$ cat src/rtl/mux4_rr_arbiter.sv
// Round-robin arbiter for four requesters driving the select of a downstream 4:1 mux.
// Optional beat limit per grant is enabled with the ARB_MAX_BEATS_EN macro.
module mux4_rr_arbiter #(
  parameter int MAX_BEATS = 8,
  parameter int CNT_W     = 4
) (
  input  logic       clk,
  input  logic       rst,
  input  logic [3:0] req,
  input  logic       ready,
  output logic [3:0] gnt,
  output logic [1:0] sel,
  output logic       valid
);

  typedef enum logic {IDLE, GRANT} state_t;

  state_t     state;
  logic [1:0] ptr;

  if (MAX_BEATS >= (1 << CNT_W)) begin : g_bad_cnt_w
    $error("CNT_W too narrow to hold MAX_BEATS");
  end

  // Returns {found, index} of the first set bit scanning p, p+1, ... modulo 4.
  function automatic logic [2:0] pick(input logic [3:0] r, input logic [1:0] p);
    logic [2:0] res;
    logic [1:0] c;
    res = 3'b000;
    for (int k = 3; k >= 0; k--) begin
      c = p + 2'(k);
      if (r[c]) res = {1'b1, c};
    end
    return res;
  endfunction

  logic [3:0] others;
  logic [1:0] next_ptr;
  logic [2:0] idle_pick;
  logic [2:0] rel_pick;
  logic       release_now;

  assign others    = req & ~(4'b0001 << sel);
  assign next_ptr  = sel + 2'd1;
  assign idle_pick = pick(req, ptr);
  // The releasing channel is masked out even if it re-asserts this cycle.
  assign rel_pick  = pick(others, next_ptr);

`ifdef ARB_MAX_BEATS_EN
  localparam logic [CNT_W-1:0] MAX_CNT = CNT_W'(MAX_BEATS);

  logic [CNT_W-1:0] beat_cnt;
  logic [CNT_W-1:0] cnt_next;

  function automatic logic [CNT_W-1:0] sat_inc(input logic [CNT_W-1:0] cnt, input logic inc);
    if (inc && (cnt < MAX_CNT)) return cnt + 1'b1;
    return cnt;
  endfunction

  assign cnt_next    = sat_inc(beat_cnt, valid && ready);
  // A forced release only happens when someone else is waiting for the mux.
  assign release_now = !req[sel] || ((cnt_next == MAX_CNT) && (|others));
`else
  logic unused_ready;
  assign unused_ready = ready;
  assign release_now  = !req[sel];
`endif

  always_ff @(posedge clk) begin
    if (rst) begin
      state <= IDLE;
      gnt   <= 4'b0000;
      sel   <= 2'b00;
      valid <= 1'b0;
      ptr   <= 2'd0;
`ifdef ARB_MAX_BEATS_EN
      beat_cnt <= '0;
`endif
    end else begin
      case (state)
        IDLE: begin
          if (idle_pick[2]) begin
            state <= GRANT;
            valid <= 1'b1;
            sel   <= idle_pick[1:0];
            gnt   <= 4'b0001 << idle_pick[1:0];
`ifdef ARB_MAX_BEATS_EN
            beat_cnt <= '0;
`endif
          end
        end
        GRANT: begin
          if (release_now) begin
            ptr <= next_ptr;
`ifdef ARB_MAX_BEATS_EN
            beat_cnt <= '0;
`endif
            if (rel_pick[2]) begin
              sel <= rel_pick[1:0];
              gnt <= 4'b0001 << rel_pick[1:0];
            end else begin
              state <= IDLE;
              valid <= 1'b0;
              gnt   <= 4'b0000;
            end
          end else begin
`ifdef ARB_MAX_BEATS_EN
            beat_cnt <= cnt_next;
`endif
          end
        end
        default: state <= IDLE;
      endcase
    end
  end

endmodule

$ cat config.mk
export PLATFORM = sky130hd
export DESIGN_NAME = mux4_rr_arbiter
export DESIGN_NICKNAME = d
export VERILOG_FILES = /design/src/rtl/mux4_rr_arbiter.sv
export SDC_FILE = /design/constraint.sdc
export NUM_CORES = 1
export LEC_CHECK = 0
export ABC_AREA = 1
export BUFFER_PORTS_ARGS = -buffer_cell sky130_fd_sc_hd__buf_2
export CORE_ASPECT_RATIO = 0.75
export CORE_MARGIN = 2
export CORE_UTILIZATION = 56
export DETAILED_ROUTE_END_ITERATION = 8
export GPL_TIMING_DRIVEN = 0
export PLACE_DENSITY = 0.78
export SETUP_SLACK_MARGIN = 0.5
export SYNTH_ARGS = -nofsm -noshare
export SYNTH_HDL_FRONTEND = slang
export SYNTH_SLANG_ARGS = --single-unit
$ cat constraint.sdc
create_clock -name clk -period 2.5 [get_ports clk]
set_clock_uncertainty 0.2 [all_clocks]
set_input_delay 0.5 -clock clk [delete_from_list [all_inputs] [get_ports clk]]
set_output_delay 0.5 -clock clk [all_outputs]
set_load 0.01 [all_outputs]
==> results.toml <==
[routing]
drc = 0
drtIter0Drc = 108
routedWlPerCell_um = 15.84
ant_nets = 0
wl_mm = 3.563
routed_via_density = 6.058
num_vias = 1363
dr.pass1.iters = 9

[final_layout]
nets = 215
layout_common_cells = "44 x nand2_1, 17 x nand3_1, 15 x inv_1, 13 x nor2_1"
layout-drive-gt1-share_pct = 40.39
area_delta_synth_final_pct = 44.16
final_common_cell = "nand2_1"
finalNonFillerCells = 225
diodes = 0

[die]
die_area_um2 = 2116
design.portCount = 14
die_y_um = 40.34
fp.dieW_um = 52.45
initial_core_util_pct = 58.28
rows = 13
coreArea_um2 = 1692

[logic_synthesis]
ys_types = 20
synth_cells = 176
yosysWarnings = 0
synth.avg_cell_area_um2 = 5.602
synth_seq_cells = 10
postSynthNetCount = 187
ys_seq_area_share_pct = 20.30
syn_area_um2 = 985.9

[critical_path]
critPathBufInv = 4
worstSetupPathType = "reg -> reg"
cpMostUsedCell = "nand2_2"
cp_max_fo = 4
cp.depth = 12
path_delay_family = "simple AND/OR/NAND/NOR gates"
required_ps = 2510
critPathSlowestCell = "dfxtp_4"
cp_slowest_stage_delay_ps = 390
path_cells = "inv_8 > ha_4 > xnor2_2 > nand2_2 > nand2_2 > inv_2 > nand3b_4 > buf_4 > nand2_1 > inv_1 > nand3_1 > a21oi_2"
start_kind = "flop"
r2r_cells = 12
end_kind = "flop"
arrival_ps = 2170

[clock_tree]
max-clock-path-buffers = 2
cts-root-buf = "clkbuf_4"
insertion_delay_ps = 280
clk_pin_slew_worst_paths_ps = 70
cts_made_buffers = 3
h-tree-depth = 1
cts_sinks = 10
cts_tree = "done"

[global_route]
overflow = 0
grt_pass1_vias = 991
grt_max_degree = 11
track_usage_pct = 26.95
grt_antenna_before_repair = 0
grt_first_pass_wirelength_mm = 4.188

[timing]
fmax_mhz = 462.4
whs_ps = 217.1
finalSetupViolations = 0
hold_violations = 0
fin_crit_ps = 2162
slew_violations = 0
post-route-period-util_pct = 86.50
fin_tns_setup_ps = 0
relSlewSlack_pct = 77.16
setup_slack_ps = 337.5
worst_slew_pin_slew_ps = 342.1
rsz0062_at_grt = "true"

[placement]
dp_hpwl_mm = 1.914
place.port_buffers = 12
post-place-ws_ps = 319.0
gp_congestion = 0.8121
dp.cells = 210

[pwr]
p_sw_share_pct = 54.82
total_power_mw = 2.067
irDropWorstVdd_uv = 1003
combPwrFrac_pct = 78.9
p_per_area_nw_per_um2 = 1454
internal_power_mw = 0.9337
clkPwrFrac_pct = 7.5
p_sw_mw = 1.133
pwr-share-seq_pct = 13.6
power_leakage_nw = 0.7362

[flow_run]
drv_cap = 0

[min_path]
hold_depth = 2
min_path_type = "in -> reg"

[outcome]
status = "finished, final reports clean"
layout make-up:
type	instances	area, µm²
Tap cell	22	27.53
Inverter	25	103.9
Sequential cell	10	207.7
Buffer	2	18.77
Timing Repair Buffer	23	157.7
Fill cell	89	270.3
Clock buffer	4	36.28
Multi-Input combinational cell	139	869.6
flip-flops by register name (all words and copies together), names as in the netlist:
name,count
gnt,4
ptr,2
sel,2
state,1
valid,1
worst reg2reg max path, delay by kind of cell (launching register included):
family	cells	cell delay, ps
AND/OR/NAND/NOR	5	510
XOR/XNOR	1	220
adder cells (fa/ha/maj)	1	270
flip-flops	1	390
AO/OA/AOI/OAI	1	170
buffers and inverters	4	310
metrics by stage:
stage	utilization, %	instance area [µm²]
final	84.02	1421
after floorplan	-	1001
after detailed placement	64.35	1089
after CTS	70.93	1200
after global placement	64.35	1089
after global routing	84.02	1421
power by group through the flow:
| stage | combinational (mW) | clock, mW | sequential [mW] |
|---|---|---|---|
| floorplan | 0.782 | 0 | 0.290 |
| global placement | 0.977 | 0 | 0.272 |
| detailed placement | 1.02 | 0 | 0.274 |
| CTS | 1.14 | 0.150 | 0.267 |
| global route | 1.76 | 0.162 | 0.283 |
| finish | 1.63 | 0.155 | 0.281 |
worst paths after layout:
check             startpoint  slack [ps]     end
setup / recovery      sel[0]         340  gnt[0]
hold / removal           rst         220   state
setup reg to reg      sel[0]         340  gnt[0]
hold reg to reg       gnt[3]         330  gnt[3]
cell usage after synthesis:
cell / number / area [µm²]
a21boi_0: 1 / 7.510
a21oi_1: 8 / 40.04
buf_4: 1 / 7.510
buf_6: 1 / 11.26
clkinv_1: 1 / 3.750
dfxtp_1: 10 / 200.2
ha_1: 4 / 50.05
inv_1: 21 / 78.83
inv_2: 3 / 11.26
nand2_1: 55 / 206.5
nand2_2: 5 / 31.28
nand3_1: 28 / 140.1
nand3_2: 2 / 20.02
nand3b_2: 1 / 11.26
nand4_1: 1 / 6.260
nor2_1: 16 / 60.06
nor2_2: 2 / 12.51
o21ai_0: 14 / 70.07
xnor2_1: 1 / 8.760
xor2_1: 1 / 8.760
logic make-up (layout without fill, tap and decap cells):
family	count (synthesis)	count (layout)	synth area share (%)
adders and majority gates	4	4	5.076
AOI/OAI and AO/OA	23	23	11.93
DFF	10	10	20.30
buffers and inverters	27	54	11.42
and+or+nand+nor	110	110	49.49
xor gates and xnor gates	2	2	1.777
metal layers:
metal	part of all wire (%)	vias up	GRT usage, %
li1	-	618	-
met1	41	602	34.82
met2	44	101	47.50
met3	9.0	42	5.224
met4	6.6	0	5.769
met5	0	-	0
repair_timing:
| action | CTS | global route |
|---|---|---|
| resized for setup | 11 | 50 |
| pin swaps | 8 | 18 |
| hold buffers | 0 | 0 |
| cloned | 0 | 0 |
| endpoints found under the setup margin | 8 | 8 |
| setup buffers | 5 | 6 |
Power figures use the tool's default switching activity.
